[config.mk]
export PLATFORM = sky130hd
export DESIGN_NAME = hex_scan_driver
export DESIGN_NICKNAME = d
export VERILOG_FILES = /design/src/rtl/hex_scan_driver.sv
export SDC_FILE = /design/constraint.sdc
export NUM_CORES = 1
export LEC_CHECK = 0
export ABC_CLOCK_PERIOD_IN_PS = 2580
export BUFFER_PORTS_ARGS = -buffer_cell sky130_fd_sc_hd__buf_2
export CORE_UTILIZATION = 57
export DETAILED_ROUTE_END_ITERATION = 7
export GPL_TIMING_DRIVEN = 0
export HOLD_SLACK_MARGIN = 0.05
export PLACE_DENSITY = 0.77
export SLEW_MARGIN = 0
export SYNTH_ARGS = -nofsm -noshare
export SYNTH_HDL_FRONTEND = slang
export SYNTH_SLANG_ARGS = --single-unit
[constraint.sdc]
create_clock -name clk -period 2.58 [get_ports clk]
set_input_delay 0 -clock clk [delete_from_list [all_inputs] [get_ports clk]]
set_output_delay 0 -clock clk [all_outputs]
set_load 0.03 [all_outputs]
[src/rtl/hex_scan_driver.sv]
// Time-multiplexed scan driver for an NDIG-digit hex display.
// One digit is selected per slot of DIV clocks. The current nibble goes to the
// downstream seven-segment decoder, and active-low digit enables are produced
// alongside it. Display values are double-buffered: a loaded value is held in
// a pending register and only becomes visible at a frame boundary, so a frame
// never mixes digits from two different values.
module hex_scan_driver #(
    parameter int NDIG     = 4,
    parameter int DIV      = 50000,
    parameter int BLANK_LZ = 1,
    localparam int IW      = $clog2(NDIG),
    localparam int CW      = $clog2(DIV)
) (
    input  logic              clk,
    input  logic              rst,
    input  logic [4*NDIG-1:0] value,
    input  logic              load,
    output logic [3:0]        bin,
    output logic [NDIG-1:0]   an,
    output logic              blank,
    output logic [IW-1:0]     idx
);

    localparam logic [CW-1:0] CNT_LAST = CW'(DIV - 1);
    localparam logic [IW-1:0] IDX_LAST = IW'(NDIG - 1);

    logic [CW-1:0]     cnt_reg;
    logic [IW-1:0]     idx_reg;
    logic [4*NDIG-1:0] shadow_reg;
    logic [4*NDIG-1:0] pend_reg;
    logic              pflag_reg;

    logic              cnt_wrap;
    logic              frame_end;
    logic              lz_blank;
    logic              lit;

    // nibble view of the displayed value, and "some nibble at or above k is nonzero"
    logic [3:0]        nibble  [NDIG];
    logic [NDIG-1:0]   nz_from;

    assign cnt_wrap  = (cnt_reg == CNT_LAST);
    assign frame_end = cnt_wrap && (idx_reg == IDX_LAST);

    // Prescaler and digit index: idx advances each time the slot counter wraps.
    always_ff @(posedge clk) begin
        if (rst) begin
            cnt_reg <= '0;
            idx_reg <= '0;
        end else begin
            cnt_reg <= cnt_wrap ? '0 : cnt_reg + CW'(1);
            if (cnt_wrap) begin
                idx_reg <= (idx_reg == IDX_LAST) ? '0 : idx_reg + IW'(1);
            end
        end
    end

    // Double buffer: LOAD fills the pending register; the frame boundary
    // publishes it. A LOAD landing on the boundary edge bypasses the pending
    // stage so the new value shows from the next cycle.
    always_ff @(posedge clk) begin
        if (rst) begin
            shadow_reg <= '0;
            pend_reg   <= '0;
            pflag_reg  <= 1'b0;
        end else if (load && frame_end) begin
            shadow_reg <= value;
            pend_reg   <= value;
            pflag_reg  <= 1'b0;
        end else if (load) begin
            pend_reg   <= value;
            pflag_reg  <= 1'b1;
        end else if (frame_end && pflag_reg) begin
            shadow_reg <= pend_reg;
            pflag_reg  <= 1'b0;
        end
    end

    generate
        for (genvar gi = 0; gi < NDIG; gi++) begin : g_digit
            assign nibble[gi]  = shadow_reg[4*gi +: 4];
            assign nz_from[gi] = |shadow_reg[4*NDIG-1:4*gi];
            // Enable is low only for the selected digit while it is lit.
            assign an[gi]      = ~(lit && (idx_reg == IW'(gi)));
        end
    endgenerate

    // Digit selection and lit/blank decision from the registered scan state.
    always_comb begin
        bin      = nibble[idx_reg];
        lz_blank = (BLANK_LZ != 0) && (idx_reg != '0) && !nz_from[idx_reg];
        // cnt==0 is the dead cycle that stops ghosting across digit changes.
        lit      = (cnt_reg != '0) && !lz_blank;
    end

    assign blank = &an;
    assign idx   = idx_reg;

endmodule
==> impl_results.md, run 1 <==
- Crit. End Element: output port
- Setup bufs post-CTS: 0
- First-pass GRT wire length: approximately 7300 um
- Delay-heaviest family, CP: buffers and inverters
- HP Class: in -> reg
- Final setup TNS: 0 ns
- Share of post-route cells with drive strength above 1: a little under a quarter
- Total grt overflow: 0
- Mean Syn Cell Area: a little over 10 um^2
- Layout Nets: approximately 310
- Slew HR: between 60 and 70%
- Pwr Total: between 1 and 1.5 mW
- Worst IR Drop VDD: ~400 uV
- Worst slew pin tran: approximately 0.48 ns
- Placed Instances: 308
- Max stage delay on crit path: 0.40 ns
- Critical path class: reg -> out
- DRT antenna net count: 0
- DIE AREA: between 4000 and 5000 um^2
- GR Util All Layers: 22.95%
- Post-route DRC: 0
- WL final: around 4600 um
- Vias in the first global route: between 1500 and 2000
- Mapped Cells: around 230
- CTS Sinks: 51
- Min Tclk post-route: 2.462 ns
- P&R area growth vs syn: 19.09%
- Num CTS Buffers: 5
- Worst Path Required: approximately 2.6 ns
- CP Launch Type: register
- Max Fclk: roughly 400 MHz
- # fillers: roughly 330
- Status: completed
- Antenna violations before repair: 0
- Vias: approximately 1700
- WHS: 0.1139 ns
- Pre-CTS setup slack: 0.3405 ns
- Post-route setup slack: approximately 0.12 ns
- Worst-skew pair later-pin latency: 0.31 ns
- Post-placement cell area: approximately 2600 um^2
- Port Buffer Count: 27
- Die X: 66.43 um
- Core ar.: about 4000 um^2
- Antenna Diode Count: 0
- DR pass1 iterations: 4
- Syn nets: 256
- CP max FO: 8
- Post-synthesis cell area: between 2000 and 2500 um^2
- 1st-iter DRT viols: between 60 and 70
- Sequential fraction of the synthesis area: 43.15%
- Slowest-stage cell, CP: or4_1
- CTS clk-pin slew, worst paths: around 0.1 ns
- Starting Density: between 50% and 60%
- Max-cap viol count: 0
- Detailed placement HPWL: between 3000 and 4000 um
- Most frequent cells in the layout: 51 x dfxtp_1, 39 x nor2_1, 30 x buf_2
- Drt wl/cell: around 14 um
- Fin util: a little over two thirds
- Ys Warns: 0
- Pwr dens: between 400 and 500 nW/um^2
- Max Slew Vio Count: 0
- Clk_skew: between 0.006 and 0.007 ns
- Largest net degree at the start of global routing: 18
- Clock buffer depth: 2
- Fin crit share: 95.41%
- Hold Violations, Final: 0
- WP data arrival: 2.46 ns
- Most common cell after layout, fill and taps aside: dfxtp_1
- Final cell count without fillers: around 330
- Final GP Congestion: slightly below 0.9
- # IOs: 30
- RSZ-0062 raised after global routing: no
- Buf/Inv on CP: 3
- Final setup violation count: 0
- Leak: roughly 1.1 nW
- Worst-path cell chain: clkbuf_1 > inv_1 > ha_1 > or4_1 > a2111o_1 > nand3_1 > buf_2
- # H-tree levels: 2
- Root Buffer: clkbuf_8
- CTS tree: built
- Vias per inst: 5.181
- Die height: roughly 66 um
- Row count: 23
- Netlist cell types: 33
- Post-layout instance area: around 2800 um^2
- Yosys reg bits: 51
[metal layers]
| layer | vias up | global-route usage, % | share of wire (%) |
|---|---|---|---|
| met1 | 777 | 29.05 | 48 |
| li1 | 888 | - | - |
| met5 | - | 0 | 0 |
| met2 | 43 | 35.33 | 45 |
| met4 | 0 | 12.23 | 2.8 |
| met3 | 12 | 6.207 | 3.8 |
[final cells by class]
| cell class | count | area (um^2) | area share [%] |
|---|---|---|---|
| Multi-Input combinational cell | 158 | 1212 | 43.03 |
| Sequential cell | 51 | 1021 | 36.23 |
| Timing Repair Buffer | 43 | 295.3 | 10.48 |
| Buffer | 15 | 107.6 | 3.819 |
| Clock buffer | 5 | 68.82 | 2.442 |
| Tap cell | 50 | 62.56 | 2.220 |
| Inverter | 7 | 26.28 | 0.9325 |
| Clock inverter | 3 | 23.77 | 0.8437 |
[synth_stat cells (all sizes together)]
cell type / count / area [um^2]
a2111o: 1 / 11.26
a211oi: 1 / 7.510
a21oi: 1 / 5.000
and3b: 1 / 8.760
and4: 3 / 28.78
buf: 9 / 83.82
clkbuf: 6 / 22.52
dfxtp: 51 / 1021
ha: 6 / 75.07
inv: 7 / 26.28
mux2: 16 / 217.7
mux2i: 18 / 180.2
mux4: 4 / 90.09
nand2: 5 / 18.77
nand3: 8 / 40.04
nand4: 6 / 37.54
nor2: 39 / 146.4
nor2b: 16 / 100.1
nor3: 5 / 25.02
nor4: 9 / 62.56
nor4b: 1 / 8.760
o21ai: 1 / 5.000
or2: 1 / 6.260
or4: 2 / 15.01
xnor2: 12 / 105.1
xor2: 2 / 17.52
[kinds of logic after synthesis]
group | share of synthesized area [%]
DFF | 43.15
buffers and inverters | 5.605
muxes | 20.62
and+or+nand+nor | 21.05
adders and majority gates | 3.173
AOI/OAI and AO/OA | 1.216
xor gates and xnor gates | 5.183
[report_power, final]
| part | switching [mW] | total, mW | internal [mW] |
|---|---|---|---|
| Sequential | 0.00797 | 0.814 | 0.806 |
| Combinational | 0.0653 | 0.122 | 0.0569 |
| Clock | 0.269 | 0.463 | 0.194 |
[worst paths after layout]
path / start / to / slack, ns / cells after the start
worst max-delay path: idx[1] / an[3] / 0.12 / 7
worst min-delay path: load / pflag_reg / 0.11 / 3
worst max register to register: cnt_reg[0] / shadow_reg[6] / 0.51 / 8
worst min register to register: cnt_reg[0] / cnt_reg[0] / 0.49 / 1
[tightest hold or removal path, cell delays in order]
cell and delay (ns):
buf_2 0.17, nor2_1 0.14, a211oi_1 0.06
[repair_timing]
item                                    4_1_cts  5_1_grt
endpoints found under the hold margin        16        0
gates resized for setup                       1        0
hold buffers                                 16        0
endpoints found under the setup margin        1        0
Power figures use the tool's default switching activity.
==> inputs of run 2 (changes only) <==
Settings changed: PLACE_DENSITY 0.77 to 0.75.
==> impl_results.md, run 2 (synthesis gave the netlist of run 1 again) <==
- DIE AREA: 4412 um^2 (unchanged)
- Max Fclk: 421.3 MHz (+3.7%)
- Pwr dens: 508.0 nW/um^2 (+2.3%)
- Clock share of power: 34.9% (+1.8 points)
- Clock buffer depth: 2 (unchanged)
- RSZ-0062 raised after global routing: no
- Leak: 1.152 nW (+1.2%)
- R2r endpoint: shadow_reg[11]
- CTS tree: built
- P&R area growth vs syn: 19.62%
- Worst IR Drop VDD: 306.3 uV (-24%)
- Share of post-route cells with drive strength above 1: 23.05% (+0.35 points)
- R2r worst-path depth: 8 (unchanged)
- CTS Sinks: 51 (unchanged)
- Post-route setup slack: 0.2065 ns (+0.08811 ns)
- Largest net degree at the start of global routing: 16 (-2)
- Pwr Total: 1.438 mW (+2.7%)
- Final cell count without fillers: 332 (unchanged)
- CP startpoint: idx[0]
- Worst-skew pair later-pin latency: 0.31 ns (about the same)
- First-pass GRT wire length: 7210 um (-1.7%)
- Worst slew pin tran: 0.4670 ns (-0.009348 ns)
- CP max FO: 7 (-1)
- WP data arrival: 2.37 ns (-0.09 ns)
- Num CTS Buffers: 5 (unchanged)
- Post-layout instance area: 2830 um^2 (+0.44%)
- Status: completed
- Core ar.: 4000 um^2 (unchanged)
- GR Util All Layers: 21.90% (-1.0 points)
- Root Buffer: clkbuf_8
- Drt wl/cell: 13.47 um (-3.1%)
- # H-tree levels: 2 (unchanged)
- Fin util: 70.75% (+0.31 points)
- Max-cap viol count: 0 (unchanged)
- Reg power frac: 56.6% (-1.6 points)
- # fillers: 318 (-3.3%)
- CTS clk-pin slew, worst paths: 0.09 ns (about the same)
- Worst Path Required: 2.58 ns (about the same)
- # IOs: 30 (unchanged)
- Final GP Congestion: 0.8616 (-3.5%)
- Min Tclk post-route: 2.374 ns (-0.08811 ns)
- Vias: 1752 (+1.9%)
- Post-route DRC: 0 (unchanged)
- Flop2flop setup slack: 0.53 ns (+0.02 ns)
- Vias in the first global route: 1550 (-2.1%)
- Die X: 66.43 um (unchanged)
- Final setup violation count: 0 (unchanged)
- Fin crit share: 92.00% (-3.4 points)
- Most common cell after layout, fill and taps aside: dfxtp_1
- Final setup TNS: 0 ns (unchanged)
- Pre-CTS setup slack: 0.3657 ns (+0.02520 ns)
- WL final: 4471 um (-3.1%)
- Max Slew Vio Count: 0 (unchanged)
- Internal power: 1.107 mW (+4.7%)
- Hold Violations, Final: 0 (unchanged)
- WHS: 0.1379 ns (+0.02397 ns)
- Layout Nets: 306 (unchanged)
- DRT antenna net count: 0 (unchanged)
- CP Launch Type: register
- Post-placement cell area: 2564 um^2 (unchanged)
- Die height: 66.43 um (unchanged)
- Slew HR: 68.87% (+0.62 points)
- Reg-to-Reg Start: cnt_reg[0]
- Clk_skew: 0.005974 ns (-0.0004583 ns)
- Critical path class: reg -> out
- HP Class: in -> reg
- CP endpoint: an[1]
- DR pass1 iterations: 4 (unchanged)
- Sw power: 0.3306 mW (-3.5%)
- Vias per inst: 5.277 (+1.9%)
- Sw Ratio: 22.99% (-1.5 points)
- Starting Density: 59.15% (unchanged)
- Total grt overflow: 0 (unchanged)
- Placed Instances: 308 (unchanged)
- Antenna violations before repair: 0 (unchanged)
- Crit. End Element: output port
- Hold-critical path depth: 3 (unchanged)
- Most frequent cells in the layout: 51 x dfxtp_1, 39 x nor2_1, 30 x buf_2
- Antenna Diode Count: 0 (unchanged)
- Detailed placement HPWL: 3133 um (-1.7%)
- Port Buffer Count: 27 (unchanged)
- Row count: 23 (unchanged)
- 1st-iter DRT viols: 67 (+6.3%)
- Combinational share of power: 8.5% (-0.2 points)
-- run 2: cell count changes in the layout (fill, tap and decap cells not counted), sizes merged --
cell	change
clkbuf	+2
clkinvlp	-1
inv	-1
-- run 2: critical path, cell delays in order, from the launching register on --
cell      delay [ns]
dfxtp_1         0.40
clkbuf_2        0.25
inv_1           0.12
ha_1            0.24
or4_1           0.40
a2111o_1        0.35
nand3_1         0.10
buf_2           0.20
-- run 2: area by class of cell --
cell class                      count  area [um^2]  share of cell area, %
Buffer                             15        108.9                  3.846
Clock inverter                      1        7.507                 0.2653
Timing Repair Buffer               43        295.3                  10.43
Clock buffer                        7        96.34                  3.404
Multi-Input combinational cell    158         1212                  42.84
Sequential cell                    51         1021                  36.07
Tap cell                           50        62.56                  2.210
Inverter                            7        26.28                 0.9284
-- run 2: metal layers --
metal	global-route usage, %	vias up	share of wire [%]
li1	-	890	-
met1	28.16	820	48
met2	34.69	35	47
met3	5.862	7	3.8
met4	8.511	0	1.4
met5	0	-	0
-- run 2: how the worst min path moves through the flow --
stage,from,slack [ns],endpoint
final,load,0.14,pend_reg[4]
after global routing,load,0.16,pend_reg[4]
after CTS,load,0.14,pend_reg[4]
after detailed placement,value[10],0.29,pend_reg[10]
after global placement,value[1],0.28,pend_reg[1]
after floorplan,value[0],0.18,pend_reg[0]
-- run 2: power groups by stage --
stage / clock network, mW / registers, mW / logic (mW)
after global placement: 0 / 0.831 / 0.0997
after global routing: 0.548 / 0.816 / 0.134
after floorplan: 0 / 0.830 / 0.0715
final: 0.502 / 0.814 / 0.122
after CTS: 0.517 / 0.814 / 0.123
after detailed placement: 0 / 0.832 / 0.104
-- run 2: what timing repair did --
item	in CTS	in global routing
hold buffers	16	0
setup buffers	0	0
endpoints found under the hold margin	16	0
gates resized for setup	0	4
endpoints found under the setup margin	0	4
==> inputs of run 3 (changes only) <==
Settings changed: BUFFER_PORTS_ARGS -buffer_cell sky130_fd_sc_hd__buf_2 to default, CORE_UTILIZATION 57 to 62, DONT_BUFFER_PORTS from default to 1, PLACE_DENSITY 0.75 to 0.74.
==> impl_results.md, run 3 (synthesis gave the netlist of run 1 again) <==
- Leak: 1.043 nW (-9.5%)
- GR peak layer: met2
- CP max FO: 7 (unchanged)
- WHS Endpoint: pflag_reg
- WP data arrival: 2.43 ns (+0.06 ns)
- Worst slew pin tran: 0.5093 ns (+0.04228 ns)
- Vias: 1675 (-4.4%)
- Pwr dens: 536.9 nW/um^2 (+5.7%)
- Largest net degree at the start of global routing: 15 (-1)
- CP Launch Type: register
- Worst IR Drop VDD: 391.9 uV (+28%)
- Delay-heaviest family, CP: simple AND/OR/NAND/NOR gates
- Die X: 63.78 um (-4.0%)
- Crit. End Element: output port
- 1st-iter DRT viols: 109 (+63%)
- Port Buffer Count: 0 (-100%)
- Hold Violations, Final: 0 (unchanged)
- Final setup TNS: 0 ns (unchanged)
- Row count: 22 (-4.3%)
- M3 GR Usage: 5.000% (-0.86 points)
- Max Slew Vio Count: 0 (unchanged)
- Antenna violations before repair: 0 (unchanged)
- Max-cap viol count: 0 (unchanged)
- Vias per inst: 5.546 (+5.1%)
- Post-route DRC: 0 (unchanged)
- Clk_skew: 0.007673 ns (+0.001698 ns)
- R2r endpoint: shadow_reg[5]
- Core ar.: 3661 um^2 (-8.5%)
- R2r worst-path depth: 8 (unchanged)
- Hold_sp: load
- Met2 Usage GRT: 38.83% (+4.1 points)
- Antenna Diode Count: 0 (unchanged)
- Status: completed
- # H-tree levels: 2 (unchanged)
- M1 GR Usage: 30.56% (+2.4 points)
- RSZ-0062 raised after global routing: no
- Max Fclk: 411.0 MHz (-2.5%)
- Starting Density: 64.63% (+5.5 points)
- Min Tclk post-route: 2.433 ns (+0.05979 ns)
- Die height: 63.78 um (-4.0%)
- Flop2flop setup slack: 0.51 ns (-0.02 ns)
- Root Buffer: clkbuf_8
- Reg-to-Reg Start: cnt_reg[0]
- P&R area growth vs syn: 13.85%
- CTS clk-pin slew, worst paths: 0.08 ns (about the same)
- First-pass GRT wire length: 7507 um (+4.1%)
- # IOs: 30 (unchanged)
- GR Util All Layers: 23.80% (+1.9 points)
- # fillers: 263 (-17%)
- Total grt overflow: 0 (unchanged)
- Slew HR: 66.05% (-2.8 points)
- Worst-path cell chain: clkbuf_2 > inv_1 > ha_1 > or4_1 > a2111o_1 > nand3_1
- WL final: 4414 um (-1.3%)
- Multi-input gate area: 1212 um^2 (unchanged)
- Fin util: 73.58% (+2.8 points)
- Max stage delay on crit path: 0.46 ns (+0.06 ns)
- Slowest-stage cell, CP: dfxtp_2
- CTS Sinks: 51 (unchanged)
- DR pass1 iterations: 4 (unchanged)
- Num CTS Buffers: 5 (unchanged)
- Worst-skew pair later-pin latency: 0.30 ns (about the same)
- Worst Path Required: 2.58 ns (about the same)
- Flip-flop and latch area: 1023 um^2 (+0.24%)
- DRT antenna net count: 0 (unchanged)
- Most common cell after layout, fill and taps aside: dfxtp_1
- Final GP Congestion: 0.8727 (+1.3%)
- Layout Nets: 279 (-8.8%)
- Vias in the first global route: 1687 (+8.8%)
- Share of post-route cells with drive strength above 1: 14.96% (-8.1 points)
- Buf/Inv on CP: 2 (-1)
- Detailed placement HPWL: 3185 um (+1.6%)
- Hold-critical path depth: 3 (unchanged)
- Clock buffer depth: 2 (unchanged)
- DIE AREA: 4067 um^2 (-7.8%)
- Drt wl/cell: 14.62 um (+8.5%)
- Fin crit share: 94.31% (+2.3 points)
- HP Class: in -> reg
- Critical path class: reg -> out
- CTS tree: built
- Most frequent cells in the layout: 49 x dfxtp_1, 39 x nor2_1, 18 x mux2i_1
- Final setup violation count: 0 (unchanged)
-- run 3: cell types whose count changed in the layout (fill, tap and decap cells not counted), sizes merged --
cell,previous run,this run
buf,36,9
bufinv,0,1
clkbuf,13,12
clkinvlp,1,0
-- run 3: routing by layer --
layer | vias up | part of all wire, %
met4 | 0 | 1.3
met5 | - | 0
met3 | 8 | 4.0
met1 | 792 | 47
met2 | 37 | 48
li1 | 838 | -
-- run 3: stage by stage --
stage	hold WS (ns)	std cells	cell area, um^2	setup WS (ns)	power [mW]
after detailed placement	0.2040	279	2426	0.1612	0.9185
after global routing	0.1655	302	2694	0.02284	1.499
final	0.1304	302	2694	0.1467	1.446
after floorplan	0.1756	231	2366	0.3602	0.9018
after global placement	0.1913	279	2426	0.2176	0.9148
after CTS	0.1236	302	2693	0.09127	1.460
-- run 3: how the worst max path moves through the flow --
stage	startpoint	to	depth (start not counted)
global route	idx[0]	an[3]	6
CTS	idx[1]	an[3]	6
floorplan	idx[0]	an[1]	6
finish	idx[0]	an[3]	6
detailed placement	idx[0]	an[3]	6
global placement	idx[0]	an[3]	6
-- run 3: timing repair --
action / 4_1_cts / 5_1_grt
pin swaps: 0 / 0
resized for setup: 3 / 2
buffers inserted: 0 / 0
endpoints found under the hold margin: 24 / 0
endpoints found under the setup margin: 4 / 3
hold buffers: 16 / 0
-- run 3: area by class of cell --
class                           count  area share, %
Buffer                             15          4.041
Clock buffer                        6          2.694
Clock inverter                      1          1.115
Inverter                            7         0.9754
Multi-Input combinational cell    158          45.01
Sequential cell                    51          37.99
Tap cell                           48          2.229
Timing Repair Buffer               16          5.945
-- run 3: tightest hold or removal path, cell delays in order --
cell      delay, ns
buf_2          0.17
nor2_1         0.14
a211oi_1       0.06
-- run 3: report_power, final --
part	switching (mW)	total [mW]	leakage (nW)	internal, mW
Combinational	0.0600	0.106	0.575	0.0455
Sequential	0.00752	0.814	0.416	0.806
Clock	0.243	0.527	0.0513	0.284
Total	0.310	1.45	1.04	1.14
